[config.mk]
export PLATFORM = sky130hd
export DESIGN_NAME = mem_arbiter
export DESIGN_NICKNAME = d
export VERILOG_FILES = /design/src/rtl/mem_arbiter_pkg.sv /design/src/rtl/mem_line_assembler.sv /design/src/rtl/mem_arbiter.sv
export SDC_FILE = /design/constraint.sdc
export NUM_CORES = 1
export LEC_CHECK = 0
export ABC_AREA = 1
export BUFFER_PORTS_ARGS = -buffer_cell sky130_fd_sc_hd__buf_2
export CORE_AREA = 2 2 322 324
export CTS_BUF_LIST = sky130_fd_sc_hd__clkbuf_16
export CTS_CLUSTER_SIZE = 10
export DETAILED_ROUTE_END_ITERATION = 10
export DIE_AREA = 0 0 324 326
export HOLD_SLACK_MARGIN = 0.02
export PLACE_DENSITY_LB_ADDON = 0.05
export RECOVER_POWER = 100
export SLEW_MARGIN = 20
export SYNTH_ARGS = -nofsm -noshare
export SYNTH_HDL_FRONTEND = slang
export SYNTH_SLANG_ARGS = --single-unit
[constraint.sdc]
create_clock -name clk -period 3.2 [get_ports clk]
set_clock_uncertainty 0.2 [all_clocks]
set_input_delay 0.48 -clock clk [delete_from_list [all_inputs] [get_ports clk]]
set_output_delay 0.48 -clock clk [all_outputs]
set_load 0.01 [all_outputs]
[src/rtl/mem_arbiter_pkg.sv]
// Shared cache-layer types for the memory arbiter: bus widths, line geometry,
// arbiter state and transaction-owner encodings, and the latched command payload.
package mem_arbiter_pkg;

  localparam int unsigned LINE_BEATS = 8;
  localparam int unsigned OFFSET_W   = 5;

  typedef logic [31:0]              bus32_t;
  typedef logic [32*LINE_BEATS-1:0] bus256_t;

  typedef enum logic [2:0] {
    IDLE,
    ADDR,
    DATA,
    WRESP,
    DONE
  } arb_state_e;

  typedef enum logic [1:0] {
    DWR,
    DRD,
    IUC,
    IRD
  } owner_e;

  // Memory-side command captured at grant and held for the whole transaction.
  typedef struct packed {
    logic       we;
    bus32_t     addr;
    logic [2:0] len;
    bus32_t     wdata;
    logic [3:0] wstrb;
  } mem_cmd_t;

endpackage

[src/rtl/mem_line_assembler.sv]
// Collects 32-bit read beats into one cache line.
// Ports: clk, reset (sync, active-high); clear restarts assembly at beat 0 with
// an empty line; beat_valid/beat_data present one beat; line_c is the line
// including the beat being presented this cycle, so a completion can capture
// the full line on the same edge that takes the final beat.
module mem_line_assembler #(
  parameter int unsigned LINE_BEATS = 8
) (
  input  logic                      clk,
  input  logic                      reset,
  input  logic                      clear,
  input  logic                      beat_valid,
  input  logic [31:0]               beat_data,
  output logic [32*LINE_BEATS-1:0]  line_c
);
  import mem_arbiter_pkg::*;

  localparam int unsigned CNT_W = (LINE_BEATS > 1) ? $clog2(LINE_BEATS) : 1;
  localparam int unsigned IDX_W = CNT_W + 5;

  logic [CNT_W-1:0]          cnt_q;
  logic                      full_q;
  logic [32*LINE_BEATS-1:0]  line_q;
  logic                      take_c;
  logic [IDX_W-1:0]          idx_c;

  // Beats past the end of the line are dropped; the bus rlast decides completion.
  assign take_c = beat_valid && !full_q;
  assign idx_c  = {cnt_q, 5'b0};

  // Insert the presented beat at its slot.
  always_comb begin
    line_c = line_q;
    if (take_c) begin
      line_c[idx_c +: 32] = beat_data;
    end
  end

  // Beat counter and line storage.
  always_ff @(posedge clk) begin
    if (reset || clear) begin
      cnt_q  <= '0;
      full_q <= 1'b0;
      line_q <= '0;
    end else begin
      line_q <= line_c;
      if (take_c) begin
        cnt_q <= cnt_q + 1'b1;
        if (cnt_q == CNT_W'(LINE_BEATS - 1)) begin
          full_q <= 1'b1;
        end
      end
    end
  end

endmodule

[src/rtl/mem_arbiter.sv]
// Fixed-priority arbiter sharing one 32-bit memory port between the icache
// refill, the icache uncached fetch and the dcache (refill and word write).
// Ports: clk, reset (sync, active-high); icache refill rd_*/ret_*; icache
// uncached iucache_*; dcache refill drd_*/dret_*; dcache write dwr_*;
// memory side mem_* (request/accept, read beats, write response).
module mem_arbiter #(
  parameter int unsigned LINE_BEATS = 8,
  parameter int unsigned OFFSET_W   = 5
) (
  input  logic                      clk,
  input  logic                      reset,
  input  logic                      rd_req,
  input  logic [31:0]               rd_addr,
  output logic                      ret_valid,
  output logic [32*LINE_BEATS-1:0]  ret_data,
  input  logic                      iucache_ren_i,
  input  logic [31:0]               iucache_addr_i,
  output logic                      iucache_rvalid_o,
  output logic [31:0]               iucache_rdata_o,
  input  logic                      drd_req,
  input  logic [31:0]               drd_addr,
  output logic                      dret_valid,
  output logic [32*LINE_BEATS-1:0]  dret_data,
  input  logic                      dwr_req,
  input  logic [31:0]               dwr_addr,
  input  logic [31:0]               dwr_data,
  input  logic [3:0]                dwr_strb,
  output logic                      dwr_ok,
  output logic                      mem_req,
  output logic                      mem_we,
  output logic [31:0]               mem_addr,
  output logic [2:0]                mem_len,
  output logic [31:0]               mem_wdata,
  output logic [3:0]                mem_wstrb,
  input  logic                      mem_ready,
  input  logic                      mem_rvalid,
  input  logic [31:0]               mem_rdata,
  input  logic                      mem_rlast,
  input  logic                      mem_bvalid
);
  import mem_arbiter_pkg::*;

  localparam bus32_t LINE_MASK = ~bus32_t'((32'd1 << OFFSET_W) - 32'd1);

  arb_state_e               state_q, state_d;
  owner_e                   owner_q, win_c;
  mem_cmd_t                 cmd_q, win_cmd_c;
  logic                     any_req_c;
  logic                     grant_c;
  logic                     done_c;
  logic [32*LINE_BEATS-1:0] line_c;

  assign any_req_c = dwr_req || drd_req || iucache_ren_i || rd_req;
  assign grant_c   = (state_q == IDLE) && any_req_c;
  // DONE is only entered from DATA or WRESP, so this marks a completing edge.
  assign done_c    = (state_d == DONE);

  assign mem_we    = cmd_q.we;
  assign mem_addr  = cmd_q.addr;
  assign mem_len   = cmd_q.len;
  assign mem_wdata = cmd_q.wdata;
  assign mem_wstrb = cmd_q.wstrb;

  // Priority select of the winner and its memory command.
  always_comb begin
    win_c     = IRD;
    win_cmd_c = '0;
    if (dwr_req) begin
      win_c           = DWR;
      win_cmd_c.we    = 1'b1;
      win_cmd_c.addr  = dwr_addr;
      win_cmd_c.wdata = dwr_data;
      win_cmd_c.wstrb = dwr_strb;
    end else if (drd_req) begin
      win_c          = DRD;
      win_cmd_c.addr = drd_addr & LINE_MASK;
      win_cmd_c.len  = 3'(LINE_BEATS - 1);
    end else if (iucache_ren_i) begin
      win_c          = IUC;
      win_cmd_c.addr = iucache_addr_i;
    end else begin
      win_cmd_c.addr = rd_addr & LINE_MASK;
      win_cmd_c.len  = 3'(LINE_BEATS - 1);
    end
  end

  // Next-state logic; DONE never grants, so a lingering req is not re-issued.
  always_comb begin
    state_d = state_q;
    case (state_q)
      IDLE:    if (any_req_c) state_d = ADDR;
      ADDR:    if (mem_ready) state_d = cmd_q.we ? WRESP : DATA;
      DATA:    if (mem_rvalid && mem_rlast) state_d = DONE;
      WRESP:   if (mem_bvalid) state_d = DONE;
      DONE:    state_d = IDLE;
      default: state_d = IDLE;
    endcase
  end

  // State, latched command, done pulses and per-owner result registers.
  always_ff @(posedge clk) begin
    if (reset) begin
      state_q          <= IDLE;
      owner_q          <= IRD;
      cmd_q            <= '0;
      mem_req          <= 1'b0;
      ret_valid        <= 1'b0;
      dret_valid       <= 1'b0;
      iucache_rvalid_o <= 1'b0;
      dwr_ok           <= 1'b0;
      ret_data         <= '0;
      dret_data        <= '0;
      iucache_rdata_o  <= '0;
    end else begin
      state_q          <= state_d;
      mem_req          <= (state_d == ADDR);
      ret_valid        <= done_c && (owner_q == IRD);
      dret_valid       <= done_c && (owner_q == DRD);
      iucache_rvalid_o <= done_c && (owner_q == IUC);
      dwr_ok           <= done_c && (owner_q == DWR);
      if (grant_c) begin
        owner_q <= win_c;
        cmd_q   <= win_cmd_c;
      end
      if (done_c && (owner_q == IRD)) ret_data        <= line_c;
      if (done_c && (owner_q == DRD)) dret_data       <= line_c;
      if (done_c && (owner_q == IUC)) iucache_rdata_o <= line_c[31:0];
    end
  end

  mem_line_assembler #(
    .LINE_BEATS (LINE_BEATS)
  ) u_asm (
    .clk        (clk),
    .reset      (reset),
    .clear      (grant_c),
    .beat_valid ((state_q == DATA) && mem_rvalid),
    .beat_data  (mem_rdata),
    .line_c     (line_c)
  );

endmodule

==> results of run 1 <==
## where the power goes
| part | switching (µW) | internal, µW | total (µW) |
|---|---|---|---|
| combinational | 1660 | 785 | 2450 |
| sequential | 165 | 11300 | 11400 |
| clock | 4670 | 5790 | 10500 |
## cells by family after synthesis
logic type / Yosys count / share of synthesized area (%)
and+or+nand+nor: 3470 / 37.9
DFF: 884 / 47.8
buffers and inverters: 789 / 8.65
AOI/OAI and AO/OA: 364 / 5.46
adders and majority gates: 4 / 0.135
## critical path, stage by stage (launching register included)
cell	delay [ns]
sky130_fd_sc_hd__dfxtp_4	0.37
sky130_fd_sc_hd__inv_1	0.18
sky130_fd_sc_hd__ha_4	0.16
sky130_fd_sc_hd__ha_1	0.15
sky130_fd_sc_hd__inv_1	0.08
sky130_fd_sc_hd__nand3_1	0.13
sky130_fd_sc_hd__clkinv_1	0.63
sky130_fd_sc_hd__clkbuf_1	0.40
sky130_fd_sc_hd__nand3_1	0.18
sky130_fd_sc_hd__nand2_1	0.07
sky130_fd_sc_hd__nand2_1	0.09
sky130_fd_sc_hd__nand3_1	0.09
sky130_fd_sc_hd__nand2_1	0.08
sky130_fd_sc_hd__inv_1	0.04
## layout by cell type (no fill, tap or decap), types with 2 or more instances in the layout
cell                            count
sky130_fd_sc_hd__a211oi_1           2
sky130_fd_sc_hd__a21boi_0          13
sky130_fd_sc_hd__a21oi_1          263
sky130_fd_sc_hd__a22o_1            13
sky130_fd_sc_hd__a22oi_1           11
sky130_fd_sc_hd__a31oi_1           19
sky130_fd_sc_hd__buf_12            37
sky130_fd_sc_hd__buf_2            194
sky130_fd_sc_hd__buf_4             56
sky130_fd_sc_hd__buf_6              3
sky130_fd_sc_hd__clkbuf_1         628
sky130_fd_sc_hd__clkbuf_16        105
sky130_fd_sc_hd__clkbuf_2           5
sky130_fd_sc_hd__clkbuf_4           2
sky130_fd_sc_hd__clkinv_1          22
sky130_fd_sc_hd__clkinv_2           3
sky130_fd_sc_hd__dfxtp_1          883
sky130_fd_sc_hd__diode_2            2
sky130_fd_sc_hd__dlygate4sd3_1    123
sky130_fd_sc_hd__ha_1               3
sky130_fd_sc_hd__inv_1            452
sky130_fd_sc_hd__inv_6              2
sky130_fd_sc_hd__nand2_1         1468
sky130_fd_sc_hd__nand2_2            2
sky130_fd_sc_hd__nand3_1          730
sky130_fd_sc_hd__nand4_1            7
sky130_fd_sc_hd__nor2_1          1218
sky130_fd_sc_hd__nor2_4             2
sky130_fd_sc_hd__nor3_1            37
sky130_fd_sc_hd__o211ai_1           2
sky130_fd_sc_hd__o21ai_0           25
sky130_fd_sc_hd__o31ai_1           13
## worst max-delay path by stage
stage,endpoint,slack (ns),cells after the start
CTS,ret_data[63],0.30,13
floorplan,dret_data[189],0.65,13
global route,mem_addr[8],0.09,8
finish,ret_data[63],0.23,13
detailed placement,ret_data[63],0.33,13
global placement,ret_data[188],0.36,13
## final cells by class
type | count | area (µm²)
clock buffer | 105 | 2630
inverter | 441 | 1660
multi-input combinational | 3838 | 16100
sequential | 884 | 17700
timing repair buffer | 1048 | 5790
clock inverter | 41 | 183
antenna | 2 | 5.00
tap | 1380 | 1730
fill | 11181 | 56800
## stage by stage
step	worst slack, ns	cell area (µm²)	instances	power, µW
after floorplan	0.651	37000	5511	12900
after global placement	0.356	42700	7468	14100
after detailed placement	0.334	42700	7468	14100
after CTS	0.296	46800	7737	24700
after global routing	0.0892	45800	7739	25300
final	0.235	45800	7739	24400
## sequential cells by signal (all words and copies together), names as in the netlist, 2 cells and up
register	cells
mem_wstrb	4
mem_wdata	32
dret_data	256
u_asm.cnt_q	3
mem_addr	32
ret_data	256
owner_q	2
state_q	3
u_asm.line_q	256
iucache_rdata_o	32
## layer usage
metal / vias to the layer above / GRT usage, % / wire [µm] / share of wire [%]
met1: 17506 / 34.7 / 64400 / 42
met2: 1113 / 47.8 / 73600 / 48
met5: - / 0 / 0 / 0
li1: 18789 / - / - / -
met3: 237 / 6.80 / 11000 / 7.1
met4: 0 / 9.58 / 5650 / 3.7
==> qor.yml, run 1 <==
outcome:
  outcome: "complete, no violations"
critical_path:
  reg2regPathDepth: 13
  timing.rr.end: "ret_data[63]"
  worst-path-max-fanout: 20
  crit_path_end_kind: "flip-flop"
  critical_path_class: "reg2reg"
  cp_data_arrival_time_ns: 3.35
  critPathRequiredTime_ns: 3.58
  worst_setup_path_startpoint: "u_asm.cnt_q[0]"
  r2r-start: "u_asm.cnt_q[0]"
  worstSetupStartpointType: "flip-flop"
  worst-r2r-setup-slack_ns: 0.23
detailed_routing:
  drtIter0Drc: 2797
  routed_via_density: 4.86
  sum_of_routed_wire_length_over_all_layers_um: 155000
  detail-route-antenna-nets: 0
  routed-via-count: 37645
  route.detailed.drc: 0
  drt_first_pass_iters: 6
  wire_per_inst_um: 20.0
yosys:
  synthMostInstantiatedCell: "sky130_fd_sc_hd__nand2_1"
  synth_area_leaders: "sky130_fd_sc_hd__dfxtp_1 48%, sky130_fd_sc_hd__nand2_1 15%, sky130_fd_sc_hd__nor2_1 12%"
  synth_common_cells: "1470 x sky130_fd_sc_hd__nand2_1, 1220 x sky130_fd_sc_hd__nor2_1, 884 x sky130_fd_sc_hd__dfxtp_1"
  ys_seq_area_share_pct: 47.8
  syn_area_per_cell_um2: 6.71
  synth_top_flop_cell: "sky130_fd_sc_hd__dfxtp_1"
  asyncSetResetFlopFracSynth_pct: 0
  synthesis.area_mm2: 0.0370
  synth.net_count: 5721
  synth_warnings: 0
  synth.top_cell.area_share_pct: 47.8
  netlist_instances: 5511
  synth_edf_count: 0
  synth.lib_cells_used.distinct: 31
  yosysTopAreaCell: "sky130_fd_sc_hd__dfxtp_1"
  postSynthRegisterBits: 884
floorplanning:
  num_rows: 118
  floorplan.die.width_um: 324
  initial_core_util_pct: 36.0
  fp.dieH_um: 326
  fp.coreArea_mm2: 0.103
  floorplan.die_area_mm2: 0.106
  io_pins: 827
global_route:
  antenna_violations_before_repair: 10
  maximum_number_of_pins_on_one_net_before_global_route_repair: 159
  grt_overflow: 0
  grt_pass1_wl_um: 223000
  number_of_global_route_vias_before_repair: 34436
  gr-usage-all-layers_pct: 28.2
sta:
  setup_repair_after_global_routing_missed_its_margin: "false"
  timing.final.crit_period_ns: 2.97
  final_min_period_over_clock_period_pct: 92.7
  relSlewSlack_pct: 27.7
  fmax_ghz: 0.337
  finalSetupViolations: 0
  final-max-slew-violation-count: 0
  worst-slew-pin-transition_ns: 1.09
  timing.setup.tns_ns: 0
  timing.final.hold_violations: 0
  hold-worst-slack_ns: 0.0326
cts:
  cts.sinks: 884
  cts_buffers: 103
  postCtsHoldBufs: 123
  cts_htree_levels: 3
  post_cts_setup_bufs: 0
  cts_root_cell: "sky130_fd_sc_hd__clkbuf_16"
  post_cts_resize_count: 0
  path_clk_slew_ns: 0.06
  clock_insertion_delay_worst_skew_ns: 0.70
  clock_tree.buffer_depth: 3
  cts_tree: "done"
final_layout:
  synthToLayoutAreaGrowth_pct: 23.9
  nNetsFinal: 6526
  layout-drive-gt1-share_pct: 6.64
  postLayoutCoreUtil_pct: 44.7
power:
  total_leakage_power_uw: 0.0204
  power.ir.vdd_worst_uv: 397
  pwr_density_cell_mw_per_mm2: 531
place:
  dpl.hpwl_um: 109000
  final_weighted_congestion_in_routability_driven_placement: 0.874
  port-buffer-count: 816
hold_path:
  worstHoldPathType: "in2reg"
  whs_endpoint: "owner_q[0]"
  holdCritStartpoint: "drd_req"
  worstHoldPathCells: 3
flow_run:
  timing.max_cap.violations: 0
Note: power is estimated with default switching activity, not from simulation.
==> run 2: changes to the inputs <==
--- a/config.mk
+++ b/config.mk
@@ -13,6 +13,7 @@
 export DETAILED_ROUTE_END_ITERATION = 10
 export DIE_AREA = 0 0 324 326
 export HOLD_SLACK_MARGIN = 0.02
+export MAX_ROUTING_LAYER = met4
 export PLACE_DENSITY_LB_ADDON = 0.05
 export RECOVER_POWER = 100
 export SLEW_MARGIN = 20
==> qor.yml, run 2 (same netlist as run 1, synthesis figures left out) <==
outcome:
  outcome: "complete, no violations"
cts:
  path_clk_slew_ns: 0.06
  cts_tree: "done"
  cts.sinks: 884
  cts_buffers: 103
  clock_tree.buffer_depth: 3
  cts_htree_levels: 3
  post_cts_setup_bufs: 0
  cts_root_cell: "sky130_fd_sc_hd__clkbuf_16"
  clock_insertion_delay_worst_skew_ns: 0.69
critical_path:
  timing.critical_path.slowest_stage_cell: "sky130_fd_sc_hd__clkinv_1"
  cp_data_arrival_time_ns: 3.37
  critical_path_class: "reg2reg"
  worstSetupStartpointType: "flip-flop"
  crit_path_end_kind: "flip-flop"
  worst_path_largest_cell_delay_ns: 0.64
  worst_setup_path_startpoint: "u_asm.cnt_q[0]"
  worst-path-max-fanout: 20
  timing.critical_path.cells: "inv_1 > ha_4 > ha_2 > inv_1 > nand3_1 > clkinv_1 > clkbuf_1 > nand3_1 > nand2_1 > nand2_1 > nand3_1 > nand2_1 > inv_1"
  critPathRequiredTime_ns: 3.58
  r2r-start: "u_asm.cnt_q[0]"
sta:
  timing.final.hold_violations: 0
  timing.setup.tns_ns: 0
  final-max-slew-violation-count: 0
  relSlewSlack_pct: 27.4
  hold-worst-slack_ns: 0.0324
  setup_repair_after_global_routing_missed_its_margin: "false"
  fmax_ghz: 0.334
  worst-slew-pin-transition_ns: 1.09
  final_min_period_over_clock_period_pct: 93.5
  timing.final.crit_period_ns: 2.99
  finalSetupViolations: 0
power:
  switching_share_pct: 26.7
  internal_power_uw: 17900
  total_leakage_power_uw: 0.0204
  pwr-share-seq_pct: 47.0
  pwr_density_cell_mw_per_mm2: 531
  power.ir.vdd_worst_uv: 397
  power_switching_uw: 6510
  power.share.clock_pct: 43.0
  comb_power_share_pct: 10.0
detailed_routing:
  sum_of_routed_wire_length_over_all_layers_um: 155000
  detail-route-antenna-nets: 0
  wire_per_inst_um: 20.0
  drt_first_pass_iters: 6
  route.detailed.drc: 0
  drtIter0Drc: 3015
  routed-via-count: 37638
  routed_via_density: 4.86
final_layout:
  most-common-layout-cells: "1468 x sky130_fd_sc_hd__nand2_1, 1217 x sky130_fd_sc_hd__nor2_1, 884 x sky130_fd_sc_hd__dfxtp_1"
  synthToLayoutAreaGrowth_pct: 24.0
  postLayoutCoreUtil_pct: 44.7
  layout-drive-gt1-share_pct: 6.72
  layout.cells.most_common: "sky130_fd_sc_hd__nand2_1"
  nNetsFinal: 6526
  largestRegisters: "dret_data: 256 flops, ret_data: 256 flops, u_asm.line_q: 256 flops"
  fill_cells: 11165
flow_run:
  timing.max_cap.violations: 0
floorplanning:
  fp.coreArea_mm2: 0.103
  floorplan.die.width_um: 324
  io_pins: 827
  initial_core_util_pct: 36.0
  floorplan.die_area_mm2: 0.106
  fp.dieH_um: 326
  num_rows: 118
hold_path:
  holdCritStartpoint: "drd_req"
  worstHoldPathType: "in2reg"
global_route:
  gr-usage-all-layers_pct: 29.1
  number_of_global_route_vias_before_repair: 34420
  antenna_violations_before_repair: 11
  maximum_number_of_pins_on_one_net_before_global_route_repair: 159
  grt_overflow: 0
  grt_pass1_wl_um: 224000
place:
  final_weighted_congestion_in_routability_driven_placement: 0.889
  dpl.hpwl_um: 109000
  port-buffer-count: 816
[run 2: cell types whose count changed in the layout (fill, tap and decap cells not counted), moves of 2 or more]
cell,delta
sky130_fd_sc_hd__buf_4,+4
sky130_fd_sc_hd__clkbuf_2,-2
sky130_fd_sc_hd__clkbuf_4,+4
sky130_fd_sc_hd__clkbuf_1,-4
sky130_fd_sc_hd__buf_6,-3
[run 2: cell type report]
cell class | instances | area (µm²) | area share [%]
Inverter | 441 | 1660 | 3.62
Timing Repair Buffer | 1048 | 5820 | 12.7
Antenna cell | 3 | 7.51 | 0.0164
Tap cell | 1380 | 1730 | 3.76
Clock inverter | 41 | 183 | 0.398
Clock buffer | 105 | 2630 | 5.73
Sequential cell | 884 | 17700 | 38.6
Multi-Input combinational cell | 3838 | 16200 | 35.2
[run 2: what timing repair did]
item | 4_1_cts | 5_1_grt
hold buffers | 123 | 0
endpoints found under the hold margin | 77 | 0
gates resized for setup | 0 | 0
[run 2: worst paths after layout]
path                                     end  slack (ns)  cells past startpoint
worst max-delay path            ret_data[63]        0.21                     13
worst min-delay path              owner_q[0]        0.03                      3
worst max register to register  ret_data[63]        0.21                     13
worst min register to register  mem_wdata[9]        0.25                      2
[run 2: metal layers]
| layer | wire length (µm) | up-vias | global-route usage (%) |
|---|---|---|---|
| met5 | 0 | - | - |
| met4 | 5480 | 0 | 9.50 |
| met3 | 10600 | 234 | 6.34 |
| met2 | 74000 | 1150 | 47.9 |
| met1 | 64600 | 17452 | 35.1 |
| li1 | - | 18802 | - |
[run 2: worst max-delay path: cells and delay by family, from the launching register on]
| kind | cells | cell delay [ns] |
|---|---|---|
| AND/OR/NAND/NOR | 6 | 0.62 |
| flip-flops | 1 | 0.37 |
| adder cells (fa/ha/maj) | 2 | 0.32 |
| buffers and inverters | 5 | 1.36 |
[run 2: per-stage QoR]
step                instance area, µm²  std cells  power (µW)  setup slack [ns]
finish                           45900       7740       24400             0.209
detailed placement               42700       7468       14100             0.334
CTS                              46800       7737       24700             0.296
global placement                 42700       7468       14100             0.356
floorplan                        37000       5511       12900             0.651
global route                     45900       7740       25300            0.0786
[run 2: power groups by stage]
stage | logic, µW | registers [µW] | clock network, µW
after floorplan | 1140 | 11800 | 0
after global placement | 2390 | 11700 | 0
after detailed placement | 2390 | 11700 | 0
after CTS | 2550 | 11400 | 10700
after global routing | 2670 | 11500 | 11100
final | 2440 | 11400 | 10500
==> run 3: changes to the inputs <==
--- a/config.mk
+++ b/config.mk
@@ -14,7 +14,7 @@
 export DIE_AREA = 0 0 324 326
 export HOLD_SLACK_MARGIN = 0.02
 export MAX_ROUTING_LAYER = met4
-export PLACE_DENSITY_LB_ADDON = 0.05
+export PLACE_DENSITY = 0.63
 export RECOVER_POWER = 100
 export SLEW_MARGIN = 20
 export SYNTH_ARGS = -nofsm -noshare
==> qor.yml, run 3 (same netlist as run 1, synthesis figures left out) <==
sta:
  fmax_ghz: 0.324
  timing.final.crit_period_ns: 3.09
  setup_repair_after_global_routing_missed_its_margin: "false"
  timing.final.hold_violations: 0
  timing.setup.tns_ns: 0
  worst-slew-pin-transition_ns: 1.78
  final-max-slew-violation-count: 125
  final_min_period_over_clock_period_pct: 96.6
  relSlewSlack_pct: -18.9
  finalSetupViolations: 0
  setup_ws_ns: 0.110
final_layout:
  most-common-layout-cells: "1469 x sky130_fd_sc_hd__nand2_1, 1217 x sky130_fd_sc_hd__nor2_1, 883 x sky130_fd_sc_hd__dfxtp_1"
  final_cell_count_no_fill: 7756
  layout.cells.most_common: "sky130_fd_sc_hd__nand2_1"
  layout-drive-gt1-share_pct: 6.89
  postLayoutCoreUtil_pct: 44.8
  finalInstanceArea_mm2: 0.0460
  nNetsFinal: 6543
  synthToLayoutAreaGrowth_pct: 24.4
  largestRegisters: "dret_data: 256 flops, ret_data: 256 flops, u_asm.line_q: 256 flops"
global_route:
  grt_pass1_wl_um: 219000
  antenna_violations_before_repair: 15
  maximum_number_of_pins_on_one_net_before_global_route_repair: 171
  grt_overflow: 0
  gr-usage-all-layers_pct: 28.5
  number_of_global_route_vias_before_repair: 34391
cts:
  post_cts_resize_count: 0
  postCtsHoldBufs: 129
  cts_buffers: 103
  post_cts_setup_bufs: 0
  cts_tree: "done"
  clock_tree.buffer_depth: 3
  cts.sinks: 884
  cts_root_cell: "sky130_fd_sc_hd__clkbuf_16"
  clock_insertion_delay_worst_skew_ns: 0.70
  path_clk_slew_ns: 0.05
  cts_htree_levels: 3
detailed_routing:
  routed_via_density: 4.95
  detail-route-antenna-nets: 0
  route.detailed.drc: 0
  wire_per_inst_um: 19.7
  routed-via-count: 38407
  drt_first_pass_iters: 6
  sum_of_routed_wire_length_over_all_layers_um: 153000
  drtIter0Drc: 3236
critical_path:
  worstSetupStartpointType: "flip-flop"
  timing.critical_path.cells: "nor3_1 > nand2_1 > nand2_4 > buf_4 > a21oi_1"
  cp_data_arrival_time_ns: 3.36
  timing.critical_path.slowest_stage_cell: "sky130_fd_sc_hd__buf_4"
  critPathRequiredTime_ns: 3.47
  worst_path_largest_cell_delay_ns: 1.12
  cp.buffers_inverters: 1
  critical_path_class: "reg2reg"
  worst-path-max-fanout: 124
  crit_path_end_kind: "flip-flop"
  path_delay_family: "buffers and inverters"
  worst-r2r-setup-slack_ns: 0.11
outcome:
  outcome: "finished, violations left"
  failed_checks: "max-capacitance violations, max-slew violations"
power:
  total_leakage_power_uw: 0.0205
  power.ir.vdd_worst_uv: 357
  pwr_density_cell_mw_per_mm2: 529
flow_run:
  timing.max_cap.violations: 1
place:
  dpl.hpwl_um: 110000
  placedCellCount: 7479
  dp_slack_ns: 0.345
  detailed_place.area_mm2: 0.0428
  port-buffer-count: 816
  final_weighted_congestion_in_routability_driven_placement: 0.920
floorplanning:
  initial_core_util_pct: 36.0
  floorplan.die.width_um: 324
  fp.dieH_um: 326
  io_pins: 827
  num_rows: 118
  floorplan.die_area_mm2: 0.106
  fp.coreArea_mm2: 0.103
hold_path:
  worstHoldPathType: "in2reg"
[run 3: cell count changes in the layout (fill, tap and decap cells not counted), sizes merged, moves of 3 or more]
| cell | before | now |
|---|---|---|
| dlygate4sd3 | 123 | 129 |
| buf | 292 | 296 |
| clkinv | 25 | 28 |
| inv | 457 | 447 |
| diode | 3 | 9 |
| clkbuf | 738 | 744 |
[run 3: area by class of cell]
class	instances	area, µm²
tap	1380	1730
fill	10979	56600
timing repair buffer	1065	5880
antenna	9	22.5
clock buffer	104	2600
sequential	884	17700
inverter	441	1660
clock inverter	35	245
multi-input combinational	3838	16200
[run 3: per-stage QoR]
step | total power, µW | hold WS (ns)
after floorplan | 12900 | 0.262
after global placement | 14000 | 0.231
after detailed placement | 14000 | 0.235
after CTS | 24600 | 0.0216
after global routing | 25200 | 0.0548
final | 24300 | 0.0478
[run 3: path summary, 6_finish.rpt]
| kind | from | endpoint | cells after the start |
|---|---|---|---|
| max | state_q[1] | u_asm.line_q[213] | 5 |
| min reg2reg | mem_wdata[29] | mem_wdata[29] | 2 |
| min | mem_rdata[30] | u_asm.line_q[94] | 3 |
| max reg2reg | state_q[1] | u_asm.line_q[213] | 5 |
[run 3: worst reg2reg max path, stage by stage (launching register included)]
cell and delay [ns]:
sky130_fd_sc_hd__dfxtp_1 0.34, sky130_fd_sc_hd__nor3_1 0.33, sky130_fd_sc_hd__nand2_1 0.35, sky130_fd_sc_hd__nand2_4 0.16
sky130_fd_sc_hd__buf_4 1.12, sky130_fd_sc_hd__a21oi_1 0.38
[run 3: metal layers]
layer,track usage [%],part of all wire [%]
met1,32.8,39
met2,46.8,48
met3,5.30,7.0
met4,15.2,5.9
met5,-,0
[run 3: report_power, final]
part           internal (µW)  switching (µW)
logic                    784            1670
registers              11300             174
clock network           5840            4590
